**src/rtl/npu_ctrl_stream.sv**
```systemverilog
// npu_ctrl_stream: NPU control unit. Steers the init stream into the memory regions,
// supervises execution against the core PC and streams results out with valid/ready.
//
// state | meaning
// IDLE  | waiting for an sop beat; ready_o high
// LOAD  | init beats being written to inst/scalar/vector regions
// COMP  | core executing; watching PC for last instruction, timeout running
// DONE  | result count latched; empty result set finishes here
// TRAN  | result beats streamed out under backpressure
module npu_ctrl_stream #(
  parameter int                    ADDR_WIDTH     = 16,
  parameter int                    PC_WIDTH       = 8,
  parameter logic [ADDR_WIDTH-1:0] SCALAR_BASE    = 16'h0100,
  parameter logic [ADDR_WIDTH-1:0] VECTOR_BASE    = 16'h0200,
  parameter logic [ADDR_WIDTH-1:0] VECTOR_UPPER   = 16'h0300,
  parameter int                    VMAX           = 8,
  parameter int                    VMAX_WIDTH     = $clog2(VMAX),
  parameter int                    TIMEOUT_CYCLES = 4096
) (
  input  logic                  clk,
  input  logic                  rst,
  input  logic                  abort_i,
  input  logic                  valid_i,
  input  logic                  sop_i,
  input  logic                  eop_i,
  input  logic [ADDR_WIDTH-1:0] addr_in_i,
  output logic                  ready_o,
  output logic [ADDR_WIDTH-1:0] addr_out_o,
  output logic [2:0]            wen_init_o,
  input  logic [PC_WIDTH-1:0]   pc_current_i,
  output logic                  is_working_o,
  output logic                  complete_o,
  output logic [PC_WIDTH:0]     inst_count_o,
  input  logic [VMAX_WIDTH:0]   result_cnt_i,
  output logic                  result_ren_o,
  output logic [VMAX_WIDTH-1:0] result_raddr_o,
  output logic                  valid_o,
  input  logic                  ready_i,
  output logic                  sop_o,
  output logic                  eop_o,
  output logic                  trans_complete_o,
  output logic                  err_o,
  output logic [1:0]            err_code_o
);

  typedef enum logic [2:0] {S_IDLE, S_LOAD, S_COMP, S_DONE, S_TRAN} state_t;

  localparam int                  TW        = (TIMEOUT_CYCLES > 1) ? $clog2(TIMEOUT_CYCLES) : 1;
  localparam logic [TW-1:0]       TMO_LOAD  = (TIMEOUT_CYCLES > 0) ? TW'(TIMEOUT_CYCLES - 1) : '0;
  localparam logic [TW-1:0]       TMO_ONE   = TW'(1);
  localparam logic [PC_WIDTH:0]   INST_MAX  = {1'b1, {PC_WIDTH{1'b0}}};
  localparam logic [PC_WIDTH:0]   INST_ONE  = (PC_WIDTH+1)'(1);
  localparam logic [VMAX_WIDTH:0] CNT_ONE   = (VMAX_WIDTH+1)'(1);
  localparam logic [VMAX_WIDTH:0] CNT_MAX   = (VMAX_WIDTH+1)'(VMAX);
  localparam logic [VMAX_WIDTH-1:0] RADDR_ONE = VMAX_WIDTH'(1);

  state_t                r_state, w_next;
  logic [PC_WIDTH:0]     r_inst_count;
  logic [TW-1:0]         r_tmo;
  logic [VMAX_WIDTH:0]   r_cnt_q, r_issued, r_out_idx;
  logic [VMAX_WIDTH-1:0] r_raddr;
  logic                  r_valid;
  logic [1:0]            r_err_code;

  logic                  w_beat, w_sop_acc;
  logic                  w_in_inst, w_in_scalar, w_in_vector;
  logic                  w_inst_full, w_inst_wr;
  logic [1:0]            w_beat_code;
  logic [PC_WIDTH:0]     w_inst_next;
  logic                  w_complete, w_tmo_fire;
  logic [VMAX_WIDTH:0]   w_cnt_in;
  logic                  w_ren, w_hs, w_eop_idx, w_last_hs;

  // sop beat is accepted from IDLE and written in the same cycle as LOAD beats
  assign w_beat      = valid_i && !abort_i &&
                       ((r_state == S_LOAD) || ((r_state == S_IDLE) && sop_i));
  assign w_sop_acc   = w_beat && (r_state == S_IDLE);
  assign w_in_inst   = addr_in_i < SCALAR_BASE;
  assign w_in_scalar = !w_in_inst && (addr_in_i < VECTOR_BASE);
  assign w_in_vector = !w_in_inst && !w_in_scalar && (addr_in_i < VECTOR_UPPER);
  assign w_inst_full = (r_inst_count == INST_MAX);
  assign w_inst_wr   = w_beat && w_in_inst && !w_inst_full;
  assign w_inst_next = w_inst_wr ? (r_inst_count + INST_ONE) : r_inst_count;
  assign w_beat_code = !w_beat ? 2'b00 :
                       !(w_in_inst || w_in_scalar || w_in_vector) ? 2'b01 :
                       (w_in_inst && w_inst_full) ? 2'b10 : 2'b00;

  assign w_complete  = (r_state == S_COMP) &&
                       ({1'b0, pc_current_i} == (r_inst_count - INST_ONE));
  assign w_tmo_fire  = (TIMEOUT_CYCLES != 0) && (r_state == S_COMP) &&
                       (r_tmo == '0) && !w_complete;

  assign w_cnt_in    = (result_cnt_i > CNT_MAX) ? CNT_MAX : result_cnt_i;
  assign w_ren       = (r_state == S_TRAN) && (r_issued < r_cnt_q) && (!r_valid || ready_i);
  assign w_hs        = r_valid && ready_i;
  assign w_eop_idx   = (r_out_idx == (r_cnt_q - CNT_ONE));
  assign w_last_hs   = (r_state == S_TRAN) && w_hs && w_eop_idx;

  assign addr_out_o  = addr_in_i;

  always_ff @(posedge clk) begin
    if (rst) r_state <= S_IDLE;
    else     r_state <= w_next;
  end

  always_comb begin
    w_next = r_state;
    if (abort_i) begin
      w_next = S_IDLE;
    end else begin
      case (r_state)
        S_IDLE: if (valid_i && sop_i)
                  w_next = !eop_i ? S_LOAD : ((w_inst_next != '0) ? S_COMP : S_DONE);
        S_LOAD: if (valid_i && eop_i)
                  w_next = (w_inst_next != '0) ? S_COMP : S_DONE;
        S_COMP: if (w_complete)      w_next = S_DONE;
                else if (w_tmo_fire) w_next = S_IDLE;
        S_DONE: w_next = (w_cnt_in == '0) ? S_IDLE : S_TRAN;
        S_TRAN: if (w_last_hs) w_next = S_IDLE;
        default: w_next = S_IDLE;
      endcase
    end
  end

  always_comb begin
    wen_init_o = 3'b000;
    if (w_beat) begin
      if (w_inst_wr)        wen_init_o = 3'b001;
      else if (w_in_scalar) wen_init_o = 3'b010;
      else if (w_in_vector) wen_init_o = 3'b100;
    end
    ready_o          = (r_state == S_IDLE);
    is_working_o     = (r_state == S_COMP);
    complete_o       = w_complete;
    trans_complete_o = !abort_i && (((r_state == S_DONE) && (w_cnt_in == '0)) || w_last_hs);
    valid_o          = r_valid;
    sop_o            = r_valid && (r_out_idx == '0);
    eop_o            = r_valid && w_eop_idx;
    result_ren_o     = w_ren;
    result_raddr_o   = r_raddr;
    inst_count_o     = r_inst_count;
    err_code_o       = r_err_code;
    err_o            = (r_err_code != 2'b00);
  end

  always_ff @(posedge clk) begin
    if (rst || abort_i) begin
      r_inst_count <= '0;
      r_tmo        <= TMO_LOAD;
      r_cnt_q      <= '0;
      r_issued     <= '0;
      r_out_idx    <= '0;
      r_raddr      <= '0;
      r_valid      <= 1'b0;
      if (rst) r_err_code <= 2'b00;
    end else begin
      if (w_next == S_IDLE) r_inst_count <= '0;
      else if (w_inst_wr)   r_inst_count <= w_inst_next;

      r_tmo <= (r_state == S_COMP) ? (r_tmo - TMO_ONE) : TMO_LOAD;

      if (r_state == S_DONE) begin
        r_cnt_q  <= w_cnt_in;
        r_issued <= '0;
      end else if (w_ren) begin
        r_issued  <= r_issued + CNT_ONE;
        r_out_idx <= r_issued;
      end

      if ((r_state == S_DONE) || (w_next == S_IDLE)) r_raddr <= '0;
      else if (w_ren)                                r_raddr <= r_raddr + RADDR_ONE;

      if (w_ren)     r_valid <= 1'b1;
      else if (w_hs) r_valid <= 1'b0;

      // first error sticks; an accepted sop restarts reporting with its own beat
      if (w_sop_acc)                r_err_code <= w_beat_code;
      else if (r_err_code == 2'b00) r_err_code <= w_tmo_fire ? 2'b11 : w_beat_code;
    end
  end

endmodule

```
**config.mk**
```make
export PLATFORM = sky130hd
export DESIGN_NAME = npu_ctrl_stream
export DESIGN_NICKNAME = d
export VERILOG_FILES = /design/src/rtl/npu_ctrl_stream.sv
export SDC_FILE = /design/constraint.sdc
export NUM_CORES = 1
export LEC_CHECK = 0
export CAP_MARGIN = 5
export CORE_UTILIZATION = 44
export CTS_CLUSTER_DIAMETER = 30
export CTS_CLUSTER_SIZE = 24
export DETAILED_ROUTE_END_ITERATION = 10
export PLACE_DENSITY = 0.79
export SLEW_MARGIN = 20
export SYNTH_ARGS = -nofsm -noshare
export SYNTH_HDL_FRONTEND = slang
export SYNTH_SLANG_ARGS = --single-unit
```
**constraint.sdc**
```tcl
create_clock -name clk -period 2.6 [get_ports clk]
set_clock_uncertainty 0.15 [all_clocks]
set_input_delay 0.65 -clock clk [delete_from_list [all_inputs] [get_ports clk]]
set_output_delay 0.65 -clock clk [all_outputs]
set_load 0.02 [all_outputs]
```
==> reports/metrics.csv, run 1 <==
metric,value,unit
maxCapViolCount,0,
setup_viol,15,
status,"complete, but fails checks",
rsz0062_at_grt,yes,
gp_congestion,0.904,
die_area,0.00671,mm^2
synth-seq-cells,42,
nets,496,
critPathKind,reg2out,
switching_share,24.4,%
syn_area,0.00281,mm^2
hold_depth,1,
place_inst,505,
reg2reg_depth,11,
violations,setup timing,
hold_slack,0.265,ns
grt_pass1_wl,12500,um
min_from,r_tmo[0]$_SDFF_PP1_,
slew_headroom,70.0,%
cts_buffers,5,
grt_max_degree,21,
drive_above_1_share,37.1,%
cts_hold_buf,0,
comb_power_share,15.9,%
tightest_slew,0.447,ns
synthCells,327,
multi_input_area,0.00195,mm^2
setup.reg_to_reg.worst_slack,-0.04,ns
p_int,0.00101,W
min_period,2.92,ns
clk_latency,0.30,ns
path_max_fanout,2,
vias,2870,
hold_end,r_tmo[0]$_SDFF_PP1_,
max-vdd-ir-drop,0.257,mV
synthArstFlopShare,0,%
layoutNonFillerInstCount,528,
p_seq_share,49.2,%
startpoint,inst_count_o[2]$_SDFFE_PP0P_,
gr-total-overflow,0,
antenna_left,0,
diodes,0,
finalMaxSlewViolations,0,
p_clk_share,34.9,%
first_global_vias,2753,
cts.sinks,42,
vias_per_cell,5.44,
crit_path_start_kind,flop,
synth_edf_count,2,
fp.dieW,81.9,um
drt_wl_total,7940,um
area_growth,54.0,%
synth.yosys.seq_area_share,30.6,%
cts_tree,yes,
n_fill_cell,430,
dr.pass1.iters,4,
synth_flop_cell,dfxtp_1,
start_util,46.7,%
top_level_ports,77,
required,1.80,ns
reg2reg_from,inst_count_o[1]$_SDFFE_PP0P_,
reg2reg_to,inst_count_o[3]$_SDFFE_PP0P_,
grtUsageTotal,24.4,%
wl_per_cell,15.0,um
ctsRootBufferMaster,clkbuf_8,
finalHoldViolations,0,
synth_nets,371,
cp.arrival,2.12,ns
crit_path_end_kind,output pin,
setup_slack,-0.315,ns
drt_iter0_drc,118,
clk_pin_slew,0.07,ns
fp.dieH,81.9,um
p_per_area,307,mW/mm^2
seq_area,868,um^2
antenna_found_initial,0,
p_switching,0.000325,W
hpwl,5670,um
core.rowCount,28,
ys_warn_count,0,
fin_crit_sh,112,%
coreArea,0.00603,mm^2
clockBufferDepth,2,
synth.avg_cell_area,8.60,um^2
drc,0,
synth_cell_type_count,57,
timing.fmax,343,MHz
p_leak,1.72,nW
hold_class,reg2reg,
htreeDepth,2,
port_buffers,60,
synth_stat cells (8+ instances only):
| cell type | instances | share of area [%] |
|---|---|---|
| nand3_1 | 14 | 2.5 |
| ha_1 | 9 | 4.0 |
| nor3_1 | 9 | 1.6 |
| mux2i_1 | 8 | 2.8 |
| nand2_1 | 25 | 3.3 |
| dfxtp_1 | 40 | 28 |
| nor4_1 | 8 | 1.8 |
| buf_4 | 16 | 4.3 |
| xor2_1 | 13 | 4.0 |
| nor2_1 | 28 | 3.7 |
| nor3b_1 | 9 | 2.4 |
| nor3_2 | 12 | 4.3 |
| inv_1 | 12 | 1.6 |
| xnor2_1 | 21 | 6.5 |
| clkbuf_1 | 11 | 1.5 |
| a21oi_1 | 11 | 2.0 |
per-stage QoR:
stage / instance area, um^2 / TNS (ns) / power, W / util [%] / setup slack [ns]
floorplan: 2890 / -0.756 / 0.000781 / - / -0.0752
detailed placement: 3930 / -18.85 / 0.000857 / 65.2 / -1.10
finish: 4330 / -0.733 / 0.00133 / 71.9 / -0.315
CTS: 4200 / -0.901 / 0.00132 / 69.7 / -0.330
global placement: 3930 / -16.88 / 0.000854 / 65.2 / -1.01
global route: 4330 / -2.47 / 0.00138 / 71.9 / -0.379
routing by layer:
layer,GRT usage (%),part of all wire [%]
met5,0,0
met4,9.47,3.0
met3,4.22,6.0
met2,42.1,50
met1,29.8,41
cell families after synthesis:
family / after synthesis / share of synthesized area [%]
multiplexers: 8 / 2.85
AO/OA/AOI/OAI: 45 / 12.3
flip-flops: 42 / 30.6
AND/OR/NAND/NOR: 143 / 30.0
buffers and inverters: 45 / 8.81
adder cells (fa/ha/maj): 9 / 4.01
XOR/XNOR: 35 / 11.4
state kept, by name (all words and copies together) (netlist names):
register	flops
r_issued	4
r_state	3
r_out_idx	4
r_tmo	12
inst_count_o	9
r_cnt_q	4
valid_o	1
result_raddr_o	3
err_code_o	2
placed cells by master (no fill, tap or decap), types with 6 or more instances in the layout:
master	Yosys	routed
a21oi_1	11	11
buf_4	16	91
buf_6	2	8
clkdlybuf4s50_1	0	38
dfxtp_1	40	34
dfxtp_2	0	6
ha_1	9	6
inv_1	12	10
mux2i_1	8	8
nand2_1	25	24
nand3_1	14	13
nor2_1	28	26
nor3_1	9	7
nor3_2	12	9
nor4_1	8	6
xnor2_1	21	19
xor2_1	13	13
layout make-up:
| class | instances | area share, % |
|---|---|---|
| flip-flops and latches | 42 | 20.1 |
| multi-input cells | 240 | 45.0 |
| clock buffers | 8 | 2.34 |
| inverters | 12 | 1.10 |
| repair buffers | 151 | 29.3 |
| well taps | 75 | 2.17 |
power groups by stage:
stage	registers, W	logic, W	clock network (W)
3_3_place_gp	0.000670	0.000184	0
5_1_grt	0.000655	0.000225	0.000498
6_report	0.000655	0.000212	0.000465
2_1_floorplan	0.000671	0.000109	0
4_1_cts	0.000655	0.000199	0.000468
3_5_place_dp	0.000670	0.000187	0
what timing repair did:
| action | CTS | global route |
|---|---|---|
| setup endpoints to repair | 32 | 21 |
| resized for setup | 89 | 35 |
| pin swaps | 15 | 4 |
| setup buffers | 8 | 9 |
critical path: stages, from the launching register on:
cell and delay, ns:
dfxtp_2 0.32, or3_4 0.39, or4_4 0.44, a211oi_4 0.29, o2111ai_2 0.18, inv_2 0.09
buf_6 0.11
worst max path at each step:
stage,endpoint,slack [ns],depth (start not counted)
CTS,complete_o,-0.33,6
floorplan,inst_count_o[2]$_SDFFE_PP0P_,-0.08,9
global placement,complete_o,-1.01,7
detailed placement,inst_count_o[1]$_SDFFE_PP0P_,-1.10,8
global route,complete_o,-0.38,6
finish,complete_o,-0.32,6
(Power assumes the default switching activity.)
==> run 2, diff against run 1 <==
--- a/config.mk
+++ b/config.mk
@@ -5,7 +5,7 @@
 export SDC_FILE = /design/constraint.sdc
 export NUM_CORES = 1
 export LEC_CHECK = 0
-export CAP_MARGIN = 5
+export CAP_MARGIN = 0
 export CORE_UTILIZATION = 44
 export CTS_CLUSTER_DIAMETER = 30
 export CTS_CLUSTER_SIZE = 24
==> constraint.sdc (replaced) <==
create_clock -name clk -period 2.6 [get_ports clk]
set_clock_uncertainty 0.15 [all_clocks]
set_input_delay 0.78 -clock clk [delete_from_list [all_inputs] [get_ports clk]]
set_output_delay 0.78 -clock clk [all_outputs]
set_load 0.02 [all_outputs]
==> run 2 against run 1 <==
Effect of this change: the flow still finishes with violations (setup timing); die area did not move; critical path depth increased by 1; maximum frequency is 5.8% lower; global-route usage rose by 2.8 points; clock power rose by 3%; register-to-register slack worse by 0.18 ns; utilization grew 1.7 points; cell area increased by 2.4%; largest power group unchanged.
==> reports/metrics.csv, run 2 (synthesis results as in run 1) <==
metric,value,unit,change
clockBufferDepth,2,,unchanged
area_growth,57.7,%,
comb_power_share,16.9,%,+1.0 points
largest_reg_flops,12,,unchanged
timing.fmax,323,MHz,-5.8%
gr-total-overflow,0,,unchanged
cts_buffers,5,,unchanged
antenna_found_initial,0,,unchanged
hold_slack,0.270,ns,+0.00550 ns
wl_per_cell,17.0,um,+13%
hold_class,reg2reg,,
drt_iter0_drc,153,,+30%
largest-register,r_tmo,,
p_seq_share,48.0,%,-1.2 points
p_per_area,308,mW/mm^2,about the same
slowest_stage,or4_4,,
maxCapViolCount,0,,unchanged
finalMaxSlewViolations,0,,unchanged
fp.dieW,81.9,um,unchanged
first_global_vias,2972,,+8.0%
start_util,46.7,%,unchanged
path_buf_inv,3,,+1
gr-usage-met1,31.5,%,+1.7 points
p_leak,1.82,nW,+6.0%
fp.dieH,81.9,um,unchanged
p_clk_share,35.1,%,+0.2 points
grt_max_degree,21,,unchanged
hpwl,5850,um,+3.1%
drt_wl_total,9050,um,+14%
cp.arrival,2.17,ns,+0.05 ns
layout_common_cells,"buf_4, dfxtp_1, clkdlybuf4s50_1",,
grt_use_met2,47.5,%,+5.5 points
path_cells,buf_6 > xnor2_2 > or4_4 > a211oi_4 > o2111ai_2 > inv_2 > buf_6,,
rsz0062_at_grt,yes,,
fin_crit_sh,119,%,+6.9 points
drc,0,,unchanged
core.rowCount,28,,unchanged
fin_setup_tns,-4.00,ns,-3.27 ns
top_level_ports,77,,unchanged
crit_path_end_kind,output pin,,
coreArea,0.00603,mm^2,unchanged
cp_slowest_stage_delay,0.50,ns,+0.06 ns
nets,501,,+1.0%
cts_tree,yes,,
path_max_fanout,2,,unchanged
crit_path_start_kind,input port,,
setup_slack,-0.495,ns,-0.180 ns
cp_top_family,simple AND/OR/NAND/NOR gates,,
port_buffers,60,,unchanged
clk_pin_slew,0.08,ns,about the same
tightest_slew,0.474,ns,+0.0277 ns
met3_usage,5.22,%,+1.0 points
critPathKind,in2out,,
gp_congestion,0.852,,-5.7%
grt_pass1_wl,13800,um,+11%
crit_top_cell,buf_6,,
grtUsageTotal,27.2,%,+2.8 points
vias,2977,,+3.7%
vias_per_cell,5.59,,+2.8%
required,1.67,ns,-0.13 ns
dr.pass1.iters,4,,unchanged
ctsRootBufferMaster,clkbuf_8,,
top_usage_layer,met2,,
cts_hold_buf,0,,unchanged
diodes,0,,unchanged
status,"complete, but fails checks",,
clk_latency,0.30,ns,about the same
p_switching,0.000353,W,+8.6%
p_int,0.00101,W,+0.52%
antenna_left,0,,unchanged
min_period,3.10,ns,+0.180 ns
violations,setup timing,,
cts.sinks,42,,unchanged
slew_headroom,68.1,%,-1.9 points
n_fill_cell,409,,-4.9%
final_common_cell,buf_4,,
htreeDepth,2,,unchanged
switching_share,25.9,%,+1.4 points
max-vdd-ir-drop,0.195,mV,-24%
seq_area,867,um^2,-0.14%
multi_input_area,0.00198,mm^2,+1.5%
die_area,0.00671,mm^2,unchanged
drive_above_1_share,39.7,%,+2.7 points
finalHoldViolations,0,,unchanged
setup_viol,20,,+5
run 2: area by class of cell:
type | count | area share (%)
inverter | 12 | 1.02
tap | 75 | 2.12
clock buffer | 6 | 2.12
multi-input combinational | 240 | 44.6
timing repair buffer | 156 | 30.3
sequential | 42 | 19.6
clock inverter | 2 | 0.226
run 2: layer usage:
layer | wire length, um | part of all wire [%] | vias up
met5 | 0 | 0 | -
met4 | 352 | 3.9 | 0
met3 | 471 | 5.2 | 34
met2 | 4450 | 49 | 122
met1 | 3770 | 42 | 1418
li1 | - | - | 1403
run 2: path summary, 6_finish.rpt:
| path | startpoint | endpoint | slack, ns | cells after the start |
|---|---|---|---|---|
| worst min-delay path | r_tmo[0]$_SDFF_PP1_ | r_tmo[0]$_SDFF_PP1_ | 0.27 | 1 |
| worst min register to register | r_tmo[0]$_SDFF_PP1_ | r_tmo[0]$_SDFF_PP1_ | 0.27 | 1 |
| worst max register to register | r_tmo[7]$_SDFF_PP1_ | result_raddr_o[0]$_SDFFE_PP0P_ | -0.22 | 9 |
| worst max-delay path | pc_current_i[5] | complete_o | -0.50 | 7 |
run 2: power by group through the flow:
| stage | combinational [W] | sequential (W) | clock, W |
|---|---|---|---|
| CTS | 0.000214 | 0.000654 | 0.000485 |
| global route | 0.000241 | 0.000655 | 0.000512 |
| global placement | 0.000186 | 0.000669 | 0 |
| floorplan | 0.000111 | 0.000671 | 0 |
| detailed placement | 0.000190 | 0.000669 | 0 |
| finish | 0.000231 | 0.000654 | 0.000479 |
run 2: timing repair:
action | 4_1_cts | 5_1_grt
buffers inserted | 17 | 2
setup endpoints to repair | 34 | 25
resized for setup | 120 | 25
pin swaps | 22 | 13
cloned | 0 | 0
run 2: metrics by stage:
step / instances / utilization [%] / cell area (um^2) / power (W) / setup slack [ns]
after floorplan: 327 / - / 2920 / 0.000782 / -0.208
after global placement: 507 / 66.0 / 3980 / 0.000855 / -1.24
after detailed placement: 507 / 66.0 / 3980 / 0.000859 / -1.26
after CTS: 531 / 71.5 / 4310 / 0.00135 / -0.562
after global routing: 533 / 73.6 / 4430 / 0.00141 / -0.548
final: 533 / 73.6 / 4430 / 0.00136 / -0.495
==> run 3, diff against run 2 <==
--- a/config.mk
+++ b/config.mk
@@ -11,7 +11,8 @@
 export CTS_CLUSTER_SIZE = 24
 export DETAILED_ROUTE_END_ITERATION = 10
 export PLACE_DENSITY = 0.79
-export SLEW_MARGIN = 20
+export RECOVER_POWER = 50
+export SETUP_SLACK_MARGIN = 0.5
 export SYNTH_ARGS = -nofsm -noshare
 export SYNTH_HDL_FRONTEND = slang
 export SYNTH_SLANG_ARGS = --single-unit
==> run 3 against run 2 <==
Effect of this change: global-route usage up 3.3 points; maximum frequency shrank 6.3%; the flow still finishes with violations (setup timing); critical endpoint is now r_state[0]$_SDFF_PP0_; sequential share of layout area decreased by 1.1 points.
==> reports/metrics.csv, run 3 (synthesis results as in run 1) <==
metric,value,unit,change
status,"complete, but fails checks",,
violations,setup timing,,
min_period,3.30,ns,+0.207 ns
largest-register,r_tmo,,
reg2reg_depth,14,,+5
port_buffers,60,,unchanged
antenna_found_initial,0,,unchanged
cts_tree,yes,,
htreeDepth,2,,unchanged
maxCapViolCount,0,,unchanged
crit_path_start_kind,flop,,
drc,0,,unchanged
slowest_stage,or4_4,,
clk_latency,0.30,ns,about the same
setup_slack,-0.702,ns,-0.207 ns
drt_iter0_drc,161,,+5.2%
reg2reg_to,r_state[0]$_SDFF_PP0_,,
critPathKind,reg2reg,,
fp.dieW,81.9,um,unchanged
setup_viol,22,,+10%
crit_top_cell,buf_6,,
tightest_slew,0.608,ns,+0.134 ns
ctsRootBufferMaster,clkbuf_8,,
timing.fmax,303,MHz,-6.3%
top_level_ports,77,,unchanged
vias_per_cell,5.75,,+2.9%
gr-total-overflow,0,,unchanged
p_leak,2.01,nW,+10%
grt_pass1_wl,15400,um,+12%
cp_slowest_stage_delay,0.50,ns,about the same
first_global_vias,3224,,+8.5%
max-vdd-ir-drop,0.219,mV,+13%
layout_common_cells,"buf_4, buf_6, nand2_1",,
final_common_cell,buf_4,,
power,0.00138,W,+1.4%
die_area,0.00671,mm^2,unchanged
area_growth,70.6,%,
reg2reg_from,inst_count_o[4]$_SDFFE_PP0P_,,
required,2.68,ns,+1.01 ns
cp_top_family,simple AND/OR/NAND/NOR gates,,
diodes,0,,unchanged
slew_headroom,59.5,%,-8.6 points
cp.arrival,3.38,ns,+1.21 ns
path_max_fanout,2,,unchanged
min_from,r_tmo[0]$_SDFF_PP1_,,
crit_path_end_kind,flop,,
fp.dieH,81.9,um,unchanged
rsz0062_at_grt,yes,,
grt_max_degree,21,,unchanged
vias,3184,,+7.0%
start_util,46.7,%,unchanged
clockBufferDepth,2,,unchanged
drt_wl_total,10400,um,+15%
p_per_area,288,mW/mm^2,-6.2%
antenna_left,0,,unchanged
dr.pass1.iters,5,,+1
core.rowCount,28,,unchanged
path_buf_inv,7,,+4
cts_hold_buf,0,,unchanged
grtUsageTotal,30.5,%,+3.3 points
drive_above_1_share,49.5,%,+9.7 points
nets,522,,+4.2%
finalMaxSlewViolations,0,,unchanged
hold_depth,1,,unchanged
gp_congestion,0.873,,+2.5%
setup.reg_to_reg.worst_slack,-0.70,ns,-0.48 ns
cts.sinks,42,,unchanged
cts_buffers,5,,unchanged
fin_util,79.6,%,+6.0 points
wl_per_cell,18.7,um,+10%
coreArea,0.00603,mm^2,unchanged
largest_reg_flops,12,,unchanged
hold_end,r_tmo[0]$_SDFF_PP1_,,
clk_pin_slew,0.09,ns,about the same
hpwl,5690,um,-2.6%
finalHoldViolations,0,,unchanged
hold_class,reg2reg,,
path_cells,or3_4 > or4_4 > a211oi_4 > o2111ai_2 > buf_4 > buf_6 > buf_6 > buf_6 > buf_6 > o31ai_4 > buf_6 > buf_6 > nor2_2 > nor2_1,,
fin_crit_sh,127,%,+8.0 points
## run 3: worst max-delay path by stage
stage / slack, ns / endpoint / cells past startpoint / startpoint
4_1_cts: -0.54 / inst_count_o[7]$_SDFFE_PP0P_ / 14 / pc_current_i[5]
3_3_place_gp: -1.23 / complete_o / 7 / pc_current_i[5]
3_5_place_dp: -1.23 / complete_o / 7 / pc_current_i[5]
6_report: -0.70 / r_state[0]$_SDFF_PP0_ / 14 / inst_count_o[4]$_SDFFE_PP0P_
2_1_floorplan: -0.21 / complete_o / 6 / inst_count_o[4]$_SDFFE_PP0P_
5_1_grt: -0.76 / r_state[0]$_SDFF_PP0_ / 14 / inst_count_o[4]$_SDFFE_PP0P_
## run 3: worst register-to-register path, stage by stage (launching register included)
cell       delay, ns
dfxtp_2         0.33
or3_4           0.38
or4_4           0.50
a211oi_4        0.34
o2111ai_2       0.20
buf_4           0.18
buf_6           0.11
buf_6           0.10
buf_6           0.10
buf_6           0.12
o31ai_4         0.30
buf_6           0.16
buf_6           0.09
nor2_2          0.04
nor2_1          0.11
## run 3: timing repair
action / CTS / global route
resized for setup: 228 / 55
pin swaps: 37 / 23
setup endpoints to repair: 61 / 50
cloned: 2 / 0
setup buffers: 29 / 5
## run 3: stage by stage
step / setup WS (ns) / hold slack [ns] / area (um^2) / TNS, ns / instances
4_1_cts: -0.536 / 0.274 / 4600 / -8.41 / 549
6_report: -0.702 / 0.278 / 4800 / -11.34 / 554
3_5_place_dp: -1.23 / 0.256 / 4060 / -23.84 / 510
3_3_place_gp: -1.23 / 0.243 / 4060 / -21.91 / 510
2_1_floorplan: -0.208 / 0.229 / 2960 / -2.61 / 327
5_1_grt: -0.757 / 0.295 / 4800 / -12.56 / 554
## run 3: routing by layer
metal / up-vias / part of all wire (%) / routed length [um] / global-route usage (%)
met3: 40 / 6.5 / 678 / 6.00
li1: 1449 / - / - / -
met2: 174 / 50 / 5210 / 53.3
met4: 0 / 4.1 / 427 / 16.7
met5: - / 0 / 0 / 0
met1: 1521 / 39 / 4070 / 34.7
## run 3: area by class of cell
type,instances,area [um^2]
sequential,42,885
multi-input combinational,241,2110
clock buffer,8,90.1
timing repair buffer,176,1570
inverter,12,47.5
tap,75,93.8
fill,350,1230
## run 3: power by group
group	switching [W]	internal, W	leakage [nW]
clock network	0.000230	0.000217	0.0455
registers	0.00000573	0.000651	0.353
logic	0.000134	0.000147	1.61
